### config.mk
export PLATFORM = sky130hd
export DESIGN_NAME = cache_mem_arbiter
export DESIGN_NICKNAME = d
export VERILOG_FILES = /design/src/rtl/cache_mem_pkg.sv /design/src/rtl/rr_arbiter.sv /design/src/rtl/cache_mem_arbiter.sv
export SDC_FILE = /design/constraint.sdc
export NUM_CORES = 1
export LEC_CHECK = 0
export CAP_MARGIN = 20
export CORE_ASPECT_RATIO = 1.5
export CORE_MARGIN = 2
export CORE_UTILIZATION = 29
export CTS_CLUSTER_DIAMETER = 30
export DETAILED_ROUTE_END_ITERATION = 6
export SLEW_MARGIN = 20
export SYNTH_ARGS = -nofsm -noshare
export SYNTH_HDL_FRONTEND = slang
export SYNTH_SLANG_ARGS = --single-unit
export TNS_END_PERCENT = 30
### constraint.sdc
create_clock -name clk -period 5.5 [get_ports clk]
set_clock_uncertainty 0.15 [all_clocks]
set_input_delay 1.375 -clock clk [delete_from_list [all_inputs] [get_ports clk]]
set_output_delay 1.375 -clock clk [all_outputs]
set_load 0.01 [all_outputs]
### src/rtl/cache_mem_pkg.sv
// cache_mem_pkg: shared FSM/op encodings and default Ram geometry for the cache-memory arbiter.
package cache_mem_pkg;
    typedef enum logic [1:0] {IDLE, ISSUE, WAIT, DONE} state_e;
    typedef enum logic {OP_RD, OP_WR} op_e;
    localparam int AW_DEF = 16;
    localparam int DW_DEF = 32;
endpackage

### src/rtl/rr_arbiter.sv
// rr_arbiter: combinational one-hot grant to the first requester at or after ptr.
module rr_arbiter #(
    parameter int NCH = 2,
    localparam int PW = NCH > 1 ? $clog2(NCH) : 1
) (
    input  logic [NCH-1:0] req,
    input  logic [PW-1:0]  ptr,
    output logic [NCH-1:0] gnt
);
    // Scan from the farthest offset down so the nearest requester overwrites.
    always_comb begin
        gnt = '0;
        for (int k = NCH - 1; k >= 0; k--)
            if (req[(int'(ptr) + k) % NCH]) gnt = NCH'(1) << ((int'(ptr) + k) % NCH);
    end
endmodule

### src/rtl/cache_mem_arbiter.sv
// cache_mem_arbiter: round-robin arbitration of NCH cache ports onto one single-port Ram,
// with valid_out handshaked reads and a read watchdog.
module cache_mem_arbiter
    import cache_mem_pkg::*;
#(
    parameter int NCH     = 2,
    parameter int AW      = AW_DEF,
    parameter int DW      = DW_DEF,
    parameter int TIMEOUT = 15
) (
    input  logic            clk,
    input  logic            reset_n,
    input  logic [NCH-1:0]    ch_rden,
    input  logic [NCH-1:0]    ch_wren,
    input  logic [NCH*AW-1:0] ch_rdaddr,
    input  logic [NCH*AW-1:0] ch_wraddr,
    input  logic [NCH*DW-1:0] ch_wdata,
    output logic [NCH-1:0]  ch_ack,
    output logic [DW-1:0]   ch_rdata,
    output logic            ch_err,
    output logic [AW-1:0]   ram_address,
    output logic [DW-1:0]   ram_data_in,
    output logic            ram_write_enable,
    output logic            ram_read_enable,
    input  logic [DW-1:0]   ram_data_out,
    input  logic            ram_valid_out,
    output logic            err_sticky
);
    localparam int PW = NCH > 1 ? $clog2(NCH) : 1;
    localparam int CW = $clog2(TIMEOUT + 1);

    state_e         state_q, state_d;
    op_e            op_q, op_d;
    logic [PW-1:0]  ch_q, ch_d, rr_q, rr_d, gidx;
    logic [AW-1:0]  addr_q, addr_d;
    logic [DW-1:0]  wdata_q, wdata_d, rdata_q, rdata_d;
    logic [CW-1:0]  cnt_q, cnt_d;
    logic [NCH-1:0] ack_q, ack_d, gnt, pend;
    logic           err_q, err_d, sticky_q, sticky_d, we_q, we_d, re_q, re_d;

    assign pend = ch_rden | ch_wren;

    rr_arbiter #(.NCH(NCH)) u_rr (.req(pend), .ptr(rr_q), .gnt(gnt));

    always_comb begin
        state_d  = state_q;
        op_d     = op_q;
        ch_d     = ch_q;
        rr_d     = rr_q;
        addr_d   = addr_q;
        wdata_d  = wdata_q;
        rdata_d  = rdata_q;
        cnt_d    = cnt_q;
        sticky_d = sticky_q;
        ack_d    = '0;
        err_d    = 1'b0;
        we_d     = 1'b0;
        re_d     = 1'b0;
        gidx     = '0;
        for (int i = 0; i < NCH; i++)
            if (gnt[i]) gidx = PW'(i);
        case (state_q)
            IDLE: if (|pend) begin
                state_d = ISSUE;
                ch_d    = gidx;
                op_d    = ch_wren[gidx] ? OP_WR : OP_RD;
                addr_d  = ch_wren[gidx] ? ch_wraddr[gidx*AW +: AW] : ch_rdaddr[gidx*AW +: AW];
                wdata_d = ch_wdata[gidx*DW +: DW];
                we_d    = ch_wren[gidx];
                re_d    = !ch_wren[gidx];
                cnt_d   = '0;
            end
            ISSUE: begin
                state_d = WAIT;
                ack_d   = op_q == OP_WR ? NCH'(1) << ch_q : '0;
            end
            WAIT: if (op_q == OP_WR) begin
                state_d = DONE;
            end else if (ram_valid_out) begin
                state_d = DONE;
                ack_d   = NCH'(1) << ch_q;
                rdata_d = ram_data_out;
            end else if (cnt_q == CW'(TIMEOUT - 1)) begin
                state_d  = DONE;
                ack_d    = NCH'(1) << ch_q;
                err_d    = 1'b1;
                rdata_d  = '0;
                sticky_d = 1'b1;
            end else begin
                cnt_d = cnt_q == CW'(TIMEOUT) ? cnt_q : cnt_q + 1'b1;
            end
            DONE: begin
                state_d = IDLE;
                rr_d    = ch_q == PW'(NCH - 1) ? '0 : ch_q + 1'b1;
            end
            default: state_d = IDLE;
        endcase
    end

    always_ff @(posedge clk or negedge reset_n) begin
        if (!reset_n) begin
            state_q  <= IDLE;
            op_q     <= OP_RD;
            ch_q     <= '0;
            rr_q     <= '0;
            addr_q   <= '0;
            wdata_q  <= '0;
            rdata_q  <= '0;
            cnt_q    <= '0;
            ack_q    <= '0;
            err_q    <= 1'b0;
            sticky_q <= 1'b0;
            we_q     <= 1'b0;
            re_q     <= 1'b0;
        end else begin
            state_q  <= state_d;
            op_q     <= op_d;
            ch_q     <= ch_d;
            rr_q     <= rr_d;
            addr_q   <= addr_d;
            wdata_q  <= wdata_d;
            rdata_q  <= rdata_d;
            cnt_q    <= cnt_d;
            ack_q    <= ack_d;
            err_q    <= err_d;
            sticky_q <= sticky_d;
            we_q     <= we_d;
            re_q     <= re_d;
        end
    end

    assign ch_ack           = ack_q;
    assign ch_rdata         = rdata_q;
    assign ch_err           = err_q;
    assign ram_address      = addr_q;
    assign ram_data_in      = wdata_q;
    assign ram_write_enable = we_q;
    assign ram_read_enable  = re_q;
    assign err_sticky       = sticky_q;
endmodule

Word-level counts from Yosys, hierarchy flattened
Cells that the tools add are included.
{"block": "op_classes", "shift": 6, "n_addsub": 3, "bitwise": 4, "n_lt_le_gt_ge": 3, "n_eq_ne": 11, "n_reduce_logical": 10, "mux": 39}
{"cell": "2-to-1 mux 32 bit", "n": 2}
{"cell": "indexed part select 32 x 6 -> 16 bit", "n": 2}
{"cell": "indexed part select 64 x 7 -> 32 bit", "n": 1}
{"cell": "<< shifter 1 x 32 -> 2 bit, first input constant", "n": 1}
{"cell": "2-to-1 mux 2 bit", "n": 10}
{"cell": "2-to-1 mux 4 bit", "n": 5}
{"cell": "2-to-1 mux 1 bit", "n": 18}
{"cell": "2-to-1 mux 16 bit", "n": 1}
{"cell": "!= test 2 bit, second input constant", "n": 5}
{"cell": "equality test 4 bit, second input constant", "n": 2}
{"cell": "case mux 2 bit (4 select lines)", "n": 1}
{"cell": "case mux 4 bit (2 select lines)", "n": 1}
{"cell": "AND reduction 6 bit", "n": 1}
{"cell": "adder 4 x 1 -> 4 bit, second input constant", "n": 1}
{"cell": "equality test 2 bit, second input constant", "n": 2}
{"cell": "less-than comparator 1 x 2 -> 1 bit, second input constant", "n": 2}
{"cell": "!= test 4 bit, second input constant", "n": 1}
{"cell": "case mux 2 bit (2 select lines)", "n": 1}
{"cell": "AND reduction 2 bit", "n": 2}
{"cell": "AND reduction 4 bit", "n": 1}
{"cell": "nonzero test 2 bit", "n": 2}
{"cell": "<< shifter 1 x 1 -> 2 bit, first input constant", "n": 2}
{"cell": "less-than comparator 2 x 3 -> 1 bit, second input constant", "n": 1}
{"cell": "AND reduction 3 bit", "n": 1}
{"cell": "8 further kinds", "n": 10}
{"block": "totals", "wordCells": 89, "reg_bits": 95, "inputBits": 167, "output_inout_bits": 86}

Logic depth before layout (Yosys ltp)
Gate-level depths: netlist (run 1).
{"block": "logic_depth", "depth_word": 13, "mapped_depth": 8, "ltp_nobuf": 6}

Hierarchy
A second synthesis (run 1) with hierarchy kept.
{"block": "hier_totals", "cells_unflattened": 482, "area_unflattened_um2": 4541.9}
{"module": "cache_mem_arbiter", "seq_area_each_um2": 2377.3, "instances": 1, "area_each_um2": 4523.1, "cells_per_inst": 479}
{"module": "rr_arbiter", "seq_area_each_um2": 0.0, "instances": 1, "area_each_um2": 18.8, "cells_per_inst": 3}

Worst setup path after synthesis (run 1)
OpenSTA, ideal clock, no wires.
{"block": "synth_timing", "path_type": "input-to-reg", "startpoint": "in ram_valid_out", "endpoint": "reg cnt_q[1]", "path_stages": 5, "required_time_ps": 5223, "arrival_time_ps": 2518, "slack_ps": 2705, "path_buffers": 1, "setup_time_ps": 127, "path_cell_list": "clkbuf_1 -> or3b_1 -> o2bb2ai_2 -> nand2_1 -> mux2_1"}
{"block": "synth_via", "elab_chain_len": 2}
{"element": "from (decl)", "line": "cache_mem_arbiter.sv:26", "text": "input logic ram_valid_out,"}
{"element": "!= test 2 bit (no source line)"}
{"element": "AND reduction 6 bit (no source line)"}
{"element": "to (signal assigned)", "line": "cache_mem_arbiter.sv:123", "text": "cnt_q <= cnt_d;"}
{"element": "to (decl)", "line": "cache_mem_arbiter.sv:37", "text": "logic [CW-1:0] cnt_q, cnt_d;"}
No other way between the ends.
A chain may end at the register's enable or synchronous reset.

Final worst setup path (run 1)
{"block": "layout_timing", "startpoint": "in ch_rden[1]", "endpoint": "reg wdata_q[12], in the netlist ram_data_in[12]"}
{"block": "layout_via", "elab_chain_len": 8, "word_cells_on_any_way": 12, "cone_classes": "1 x shift; 8 x mux; 1 x bitwise; 2 x reduce/logical"}
{"element": "from (decl)", "line": "cache_mem_arbiter.sv:13", "text": "input logic [NCH-1:0] ch_rden,"}
{"element": "bitwise OR 2 bit *", "line": "cache_mem_arbiter.sv:41", "text": "assign pend = ch_rden | ch_wren;"}
{"element": "2-to-1 mux 1 bit (implied by the code) (3 in series)", "line": "rr_arbiter.sv:14", "text": "if (req[(int'(ptr) + k) % NCH]) gnt = NCH'(1) << ((int'(ptr) + k) % NCH);"}
{"element": "2-to-1 mux 2 bit (2 in series)", "line": "rr_arbiter.sv:14"}
{"element": "2-to-1 mux 1 bit", "line": "cache_mem_arbiter.sv:61", "text": "if (gnt[i]) gidx = PW'(i);"}
{"element": "indexed part select 64 x 7 -> 32 bit", "line": "cache_mem_arbiter.sv:68", "text": "wdata_d = ch_wdata[gidx*DW +: DW];"}
{"element": "to (signal assigned)", "line": "cache_mem_arbiter.sv:121", "text": "wdata_q <= wdata_d;"}
{"element": "to (decl)", "line": "cache_mem_arbiter.sv:36", "text": "logic [DW-1:0] wdata_q, wdata_d, rdata_q, rdata_d;"}
Mark *: on every way between the ends. The rest lies on a longest branch, timed or not. The select of a mux whose other input is x is not followed.

==> impl_metrics.yaml, run 1 <==
status:
  status: "complete, no violations"
die:
  ioPinCount: 253
  fp.dieArea_sq_mm: 0.01816
  die_y_microns: 164.0
  start_util_pct: 29.54
  rows: 58
  die_x_microns: 110.7
  core_sq_mm: 0.01676
yosys:
  synth.avg_cell_area_sq_um: 9.037
  netlist.top_cell.by_area: "dfrtp_1"
  synth_edf_count: 0
  synth_seq_cells: 95
  synth_nets: 721
  synth_warnings: 0
  syn_inst: 548
  synth.yosys.seq_area_share_pct: 48.00
  synth_ff_type: "dfrtp_1"
  synth-async-reset-ratio_pct: 100.0
  yosys-top-cells-area: "dfrtp_1 48%, nand2_1 8.9%, mux2i_1 6.7%"
  netlist.area_leader.share_pct: 48.00
  synth.distinct_cells: 38
  syn_area_sq_mm: 0.004952
setup_path:
  crit_required_ns: 5.56
  cp-end-kind: "register"
  r2r-start: "state_q[1]"
  cp.arrival_ns: 3.85
  critical_path_class: "in2reg"
  setup.worst_path.start: "ch_rden[1]"
  worstSetupStartpointType: "input port"
  worst-path-max-fanout: 32
flow_run:
  maxCapViolations: 0
power:
  power_mw: 3.441
  power.density_mw_per_mm2: 437.5
  p_leak_nw: 3.325
  ir_worst_vdd_uv: 179.3
drt:
  drtPass1Iterations: 4
  drc: 0
  detail_route.wl_per_cell_microns: 16.29
  drt_iter0_markers: 144
  wl_mm: 16.12
  num_vias: 4831
  antenna_left: 0
  viasPerCell: 4.880
layout:
  syn2layout_area_growth_pct: 58.82
  layout.nets: 948
  n_fill_cell: 1612
  antennaDiodeCount: 0
  drive_gt1_share_pct: 4.872
  design_area_sq_mm: 0.007865
global_route:
  overflow: 0
  grt_pass1_wl_mm: 25.29
  grt_max_degree: 64
  grt_pass1_vias: 5012
  antenna_found_initial: 0
  track_usage_pct: 17.16
worst_hold_path:
  min_from: "ch_rdata[21]"
  min_path_type: "reg2reg"
placement:
  place_hpwl_mm: 12.58
  numPortBuffers: 252
  place_area_sq_mm: 0.007581
  gp_congestion: 0.8468
  pre_cts_ws_ns: 1.353
timing:
  timing.fmax_mhz: 263.7
  fin_crit_sh_pct: 68.96
  slew-limit-headroom_pct: 28.96
  finalSetupTns_ns: 0
  finalCriticalPeriod_ns: 3.793
  rsz0062_at_grt: "false"
  finalSetupViolCount: 0
  hold_slack_ns: 0.3134
  finalWorstSetupSlack_ns: 1.707
  slew_viol_final: 0
  hold_viol: 0
  worst_slew_pin_slew_ns: 1.066
cts:
  cts.sinks: 95
  cts_setup_buffers: 0
  clockBufferDepth: 2
  cts_tree: "done"
  cts_max_level: 3
  cts_made_buffers: 9
  cts_resized: 0
  cts_root_buf: "clkbuf_16"
  clk_pin_slew_worst_paths_ns: 0.08
  clock_latency_ns: 0.33
  ctsHoldBuffers: 0
[critical path, stage by stage]
cell and delay, ns:
clkdlybuf4s50_1 0.85, nor2_1 0.34, or2_2 0.87, mux2i_1 0.32, o21ai_1 0.08
[cell usage after synthesis (all sizes together), types with 2 or more instances]
| cell type | number |
|---|---|
| nand2 | 118 |
| dfrtp | 95 |
| o21ai | 56 |
| nand3 | 34 |
| mux2i | 33 |
| nor2 | 28 |
| clkbuf | 26 |
| buf | 21 |
| nor2b | 19 |
| nand4 | 17 |
| nor3 | 17 |
| a32oi | 16 |
| nand3b | 16 |
| o211ai | 16 |
| inv | 7 |
| ha | 6 |
| a21oi | 2 |
| and2 | 2 |
| and3 | 2 |
| mux2 | 2 |
| or2 | 2 |
| or3b | 2 |
[cells in the final DEF (no fill, tap or decap), drive strengths merged, types with 4 or more instances in the layout]
cell type      netlist  final
nand3b              16     16
dfrtp               95     95
nand2              118    118
nand3               34     34
o21ai               56     56
clkinv               0      4
clkbuf              26     10
nor3                17     17
buf                 21     12
ha                   6      6
nor2b               19     19
nand4               17     17
a32oi               16     16
nor2                28     28
clkdlybuf4s50        0    251
mux2i               33     33
inv                  7      8
o211ai              16     16
[layer usage]
metal	routed length, microns	GRT usage (%)	up-vias
li1	-	-	2362
met3	1123	4.539	13
met4	180	4.659	0
met2	8504	32.54	190
met5	0	0	-
met1	6315	18.84	2266
[power by group]
group,internal (mW),switching (mW)
Clock,0.321,0.270
Sequential,0.991,0.170
Combinational,0.864,0.825
Total,2.18,1.27
[area by class of cell]
| class | instances | area [sq um] | area share [%] |
|---|---|---|---|
| well taps | 210 | 262.8 | 3.341 |
| multi-input cells | 399 | 2313 | 29.41 |
| clock inverters | 6 | 43.79 | 0.5568 |
| clock buffers | 10 | 239.0 | 3.038 |
| inverters | 7 | 26.28 | 0.3341 |
| repair buffers | 263 | 2603 | 33.09 |
| flip-flops and latches | 95 | 2377 | 30.23 |
[flip-flops by register name, summed over array words and instances, names as in the netlist]
register,cells
ch_ack,2
ch_err,1
ch_q,1
ch_rdata,32
cnt_q,4
err_sticky,1
op_q,1
ram_address,16
ram_data_in,32
ram_read_enable,1
ram_write_enable,1
rr_q,1
state_q,2
[final timing paths]
kind / cells past startpoint / end / slack [ns]
worst max-delay path: 5 / ram_data_in[12] / 1.71
worst min-delay path: 2 / ch_rdata[21] / 0.31
worst max register to register: 5 / ram_address[2] / 3.09
worst min register to register: 2 / ch_rdata[21] / 0.31
max in group asynchronous: 2 / ram_address[9] / 3.21
min in group asynchronous: 1 / ram_address[5] / 0.94
[logic make-up (layout without fill, tap and decap cells)]
family | count (synthesis) | in the layout | share of synthesized area (%)
AO/OA/AOI/OAI | 99 | 99 | 13.11
adder cells (fa/ha/maj) | 6 | 6 | 1.516
buffers and inverters | 54 | 286 | 5.634
flip-flops | 95 | 95 | 48.00
multiplexers | 35 | 35 | 7.125
AND/OR/NAND/NOR | 259 | 259 | 24.61
[per-stage QoR]
step / instances / utilization (%)
after floorplan: 548 / -
after global placement: 974 / 45.22
after detailed placement: 974 / 45.22
after CTS: 990 / 46.91
after global routing: 990 / 46.92
final: 990 / 46.92
Note: power is estimated with default switching activity, not from simulation.
==> inputs of run 2 (changes only) <==
Clock period 5.5 ns to 3.3 ns, I/O delays scaled along.
==> impl_metrics.yaml, run 2 (synthesis results as in run 1) <==
status:
  status: "complete, no violations"
drt:
  num_vias: 4889
  viasPerCell: 4.899
  drt_iter0_markers: 224
  antenna_left: 0
  m1WireLength_mm: 6.138
  highest_layer: "met4"
  wl_mm: 16.27
  drc: 0
  met3_length_mm: 1.231
  wl_met2_mm: 8.576
  detail_route.wl_per_cell_microns: 16.30
  drtPass1Iterations: 4
power:
  p_comb_share_pct: 48.5
  power_frac_seq_pct: 32.7
  switching_share_pct: 35.55
  clkPwrFrac_pct: 18.7
  internal_power_mw: 3.796
  p_switching_mw: 2.094
  p_leak_nw: 3.386
  ir_worst_vdd_uv: 358.0
  power.density_mw_per_mm2: 738.0
layout:
  n_fill_cell: 1648
  syn2layout_area_growth_pct: 61.17
  layout_common_cells: "251 x clkdlybuf4s50_1, 118 x nand2_1, 95 x dfrtp_1"
  layout.nets: 956
  fin_cells: 998
  design_area_sq_mm: 0.007981
  drive_gt1_share_pct: 5.584
  fin_util_pct: 47.61
  final_common_cell: "clkdlybuf4s50_1"
  antennaDiodeCount: 0
global_route:
  grt_pass1_vias: 5043
  grt_pass1_wl_mm: 25.57
  grt_max_degree: 82
  antenna_found_initial: 0
  track_usage_pct: 17.42
  overflow: 0
cts:
  cts_setup_buffers: 0
  clk_pin_slew_worst_paths_ns: 0.07
  cts_made_buffers: 9
  clockBufferDepth: 2
  cts.sinks: 95
  clock_latency_ns: 0.33
  cts_resized: 0
  cts_max_level: 3
  cts_root_buf: "clkbuf_16"
  cts_tree: "done"
  ctsHoldBuffers: 0
placement:
  gp_congestion: 0.7769
  pre_cts_ws_ns: 0.3640
  place_inst: 982
  place_hpwl_mm: 12.68
  numPortBuffers: 252
  place_area_sq_mm: 0.007666
worst_hold_path:
  min_path_type: "in2async"
die:
  core_sq_mm: 0.01676
  start_util_pct: 29.54
  rows: 58
  die_x_microns: 110.7
  ioPinCount: 253
  die_y_microns: 164.0
  fp.dieArea_sq_mm: 0.01816
timing:
  fin_crit_sh_pct: 77.45
  hold_viol: 0
  finalCriticalPeriod_ns: 2.556
  rsz0062_at_grt: "false"
  slew_viol_final: 0
  finalSetupViolCount: 0
  timing.fmax_mhz: 391.3
  worst_slew_pin_slew_ns: 0.5786
  slew-limit-headroom_pct: 61.42
  finalWorstSetupSlack_ns: 0.7441
  finalSetupTns_ns: 0
flow_run:
  maxCapViolations: 0
setup_path:
  cp-end-kind: "register"
  r2r_setup_slack_ns: 1.11
  rr_endpoint: "ch_rdata[16]"
  critical_path_class: "in2reg"
  crit_required_ns: 3.36
  r2r_cells: 6
  worstSetupStartpointType: "input port"
  worst-path-max-fanout: 32
  r2r-start: "state_q[0]"
  cp.arrival_ns: 2.62
==> run 2: cell types whose count changed in the layout (fill, tap and decap cells not counted) <==
cell	change
clkinv_2	-1
clkinv_4	-2
buf_4	+6
clkbuf_1	+2
buf_12	+2
bufinv_16	+2
clkbuf_8	-1
==> run 2: worst max path at each step <==
| stage | startpoint | cells after the start | end | slack [ns] |
|---|---|---|---|---|
| after floorplan | ram_valid_out | 5 | cnt_q[1] | 1.05 |
| after CTS | ch_rden[1] | 6 | ram_data_in[19] | 0.74 |
| after detailed placement | ch_rden[1] | 6 | ram_data_in[5] | 0.36 |
| after global routing | ch_rden[1] | 6 | ram_data_in[29] | 0.59 |
| after global placement | ch_rden[1] | 6 | ram_data_in[17] | 0.47 |
| final | ch_rden[1] | 6 | ram_data_in[5] | 0.74 |
==> run 2: area by class of cell <==
cell class,count,area (sq um),share of cell area [%]
flip-flops and latches,95,2377,29.79
clock inverters,5,81.33,1.019
well taps,210,262.8,3.292
repair buffers,271,2688,33.67
multi-input cells,399,2313,28.99
clock buffers,11,232.7,2.916
inverters,7,26.28,0.3292
==> run 2: power by group through the flow <==
stage / logic, mW / registers, mW / clock network, mW
finish: 2.86 / 1.93 / 1.10
global route: 3.12 / 1.99 / 1.20
CTS: 2.90 / 1.93 / 1.15
detailed placement: 2.89 / 1.95 / 0
global placement: 2.83 / 1.94 / 0
floorplan: 1.24 / 2.12 / 0
==> run 2: critical path, cell delays in order <==
cell and delay, ns:
clkdlybuf4s50_1 0.57, nor2_1 0.23, or2_2 0.15, buf_4 0.47, mux2i_1 0.28, o21ai_1 0.08
==> run 2: routing by layer <==
layer | vias to the layer above | track usage, %
li1 | 2384 | -
met1 | 2290 | 18.80
met2 | 196 | 32.38
met3 | 19 | 5.387
met4 | 0 | 5.682
met5 | - | 0
==> run 2: per-stage QoR <==
step,power [mW],hold WS (ns)
after floorplan,3.365,0.2969
after global placement,4.768,0.3019
after detailed placement,4.837,0.3048
after CTS,5.983,0.3209
after global routing,6.312,0.3379
final,5.890,0.3092
==> inputs of run 3 (changes only) <==
Clock period 3.3 ns to 2.22 ns, I/O delays scaled along.
==> impl_metrics.yaml, run 3 (synthesis results as in run 1) <==
placement:
  place_inst: 1003
  place_hpwl_mm: 13.10
  gp_congestion: 0.8231
  pre_cts_ws_ns: -0.1813
  numPortBuffers: 252
global_route:
  antenna_found_initial: 0
  overflow: 0
  grt_pass1_vias: 5207
  track_usage_pct: 18.03
  grt_pass1_wl_mm: 26.44
  grt_max_degree: 39
power:
  internal_power_mw: 5.787
  power_mw: 9.050
  p_leak_nw: 3.517
  switching_share_pct: 36.06
  power.density_mw_per_mm2: 1099
  power_frac_seq_pct: 31.9
  ir_worst_vdd_uv: 477.7
  p_comb_share_pct: 50.6
  clkPwrFrac_pct: 17.5
  p_switching_mw: 3.263
setup_path:
  worstSetupStartpointType: "input port"
  r2r_setup_slack_ns: 0.23
  crit_slowest_cell: "clkdlybuf4s50_1"
  rr_endpoint: "cnt_q[1]"
  cpMostUsedCell: "buf_4"
  critPathMaxStageDelay_ns: 0.50
  crit_required_ns: 2.29
  cp.arrival_ns: 2.09
  critical_path_class: "in2reg"
  crit_chain: "clkdlybuf4s50_1 > buf_4 > nor2b_1 > buf_4 > o21ai_0 > a32oi_1 > o211ai_1"
  worst-path-max-fanout: 16
  r2r_cells: 6
  r2r-start: "state_q[0]"
  cp-end-kind: "register"
status:
  status: "complete, no violations"
drt:
  wl_mm: 16.63
  antenna_left: 0
  viasPerCell: 4.941
  num_vias: 5040
  drtPass1Iterations: 4
  detail_route.wl_per_cell_microns: 16.30
  drt_iter0_markers: 296
  drc: 0
die:
  start_util_pct: 29.54
  die_y_microns: 164.0
  ioPinCount: 253
  die_x_microns: 110.7
  fp.dieArea_sq_mm: 0.01816
  rows: 58
  core_sq_mm: 0.01676
cts:
  cts.sinks: 95
  cts_root_buf: "clkbuf_16"
  clk_pin_slew_worst_paths_ns: 0.07
  cts_max_level: 3
  cts_tree: "done"
  clock_latency_ns: 0.34
  cts_made_buffers: 9
  clockBufferDepth: 2
layout:
  antennaDiodeCount: 0
  final_common_cell: "clkdlybuf4s50_1"
  layout_common_cells: "251 x clkdlybuf4s50_1, 118 x nand2_1, 95 x dfrtp_1"
  drive_gt1_share_pct: 8.025
  fin_util_pct: 49.11
  layout.nets: 978
  syn2layout_area_growth_pct: 66.25
  fin_cells: 1020
timing:
  timing.fmax_mhz: 493.4
  fin_crit_sh_pct: 91.29
  worst_slew_pin_slew_ns: 0.3829
  finalCriticalPeriod_ns: 2.027
  finalSetupViolCount: 0
  hold_viol: 0
  slew-limit-headroom_pct: 74.48
  slew_viol_final: 0
  finalWorstSetupSlack_ns: 0.1934
  rsz0062_at_grt: "false"
worst_hold_path:
  min_from: "ch_rdata[21]"
  min_path_type: "reg2reg"
  hold_end: "ch_rdata[21]"
  min_path_cells: 2
flow_run:
  maxCapViolations: 0
-- run 3: power by group through the flow --
stage	clock [mW]	combinational (mW)	sequential, mW
finish	1.59	4.58	2.88
global route	1.71	5.00	2.98
CTS	1.63	4.65	2.88
detailed placement	0	4.64	2.91
global placement	0	4.53	2.89
floorplan	0	1.85	3.15
-- run 3: worst max path at each step --
stage,from,to,slack (ns),depth (start not counted)
6_report,ch_rden[0],ram_address[5],0.19,7
5_1_grt,ch_rden[0],ram_address[0],0.07,7
4_1_cts,ram_address[10],ram_address[10],0.19,1
3_5_place_dp,ch_rden[0],ram_address[5],-0.18,7
3_3_place_gp,ch_wren[0],ram_data_in[1],-0.12,6
2_1_floorplan,ram_valid_out,cnt_q[1],0.24,5
-- run 3: timing repair --
action,CTS,global route
hold buffers,1,0
hold endpoints to repair,19,0
resized for setup,0,0
setup buffers,0,0
-- run 3: metal layers --
metal | part of all wire, % | global-route usage (%)
met2 | 53 | 33.46
met5 | 0 | 0
met4 | 1.7 | 5.682
met3 | 7.1 | 4.539
met1 | 38 | 20.25
-- run 3: area by class of cell --
class                   count  area [sq um]
well taps                 210         262.8
multi-input cells         399          2312
clock inverters             6         70.07
clock buffers              10         229.0
fillers                  1587          8531
flip-flops and latches     95          2377
repair buffers            293          2955
inverters                   7         26.28
-- run 3: stage by stage --
step / cell area [sq um] / hold slack (ns) / setup TNS, ns
2_1_floorplan: 4952 / 0.1094 / 0
3_3_place_gp: 7924 / 0.3006 / -7.294
3_5_place_dp: 7924 / 0.3066 / -8.352
4_1_cts: 8233 / 0.3210 / 0
5_1_grt: 8233 / 0.3373 / 0
6_report: 8233 / 0.3170 / 0
-- run 3: critical path: cells and delay by family --
kind,cells,cell delay [ns]
compound gates,3,0.46
buf+inv,3,0.88
simple gates,1,0.19
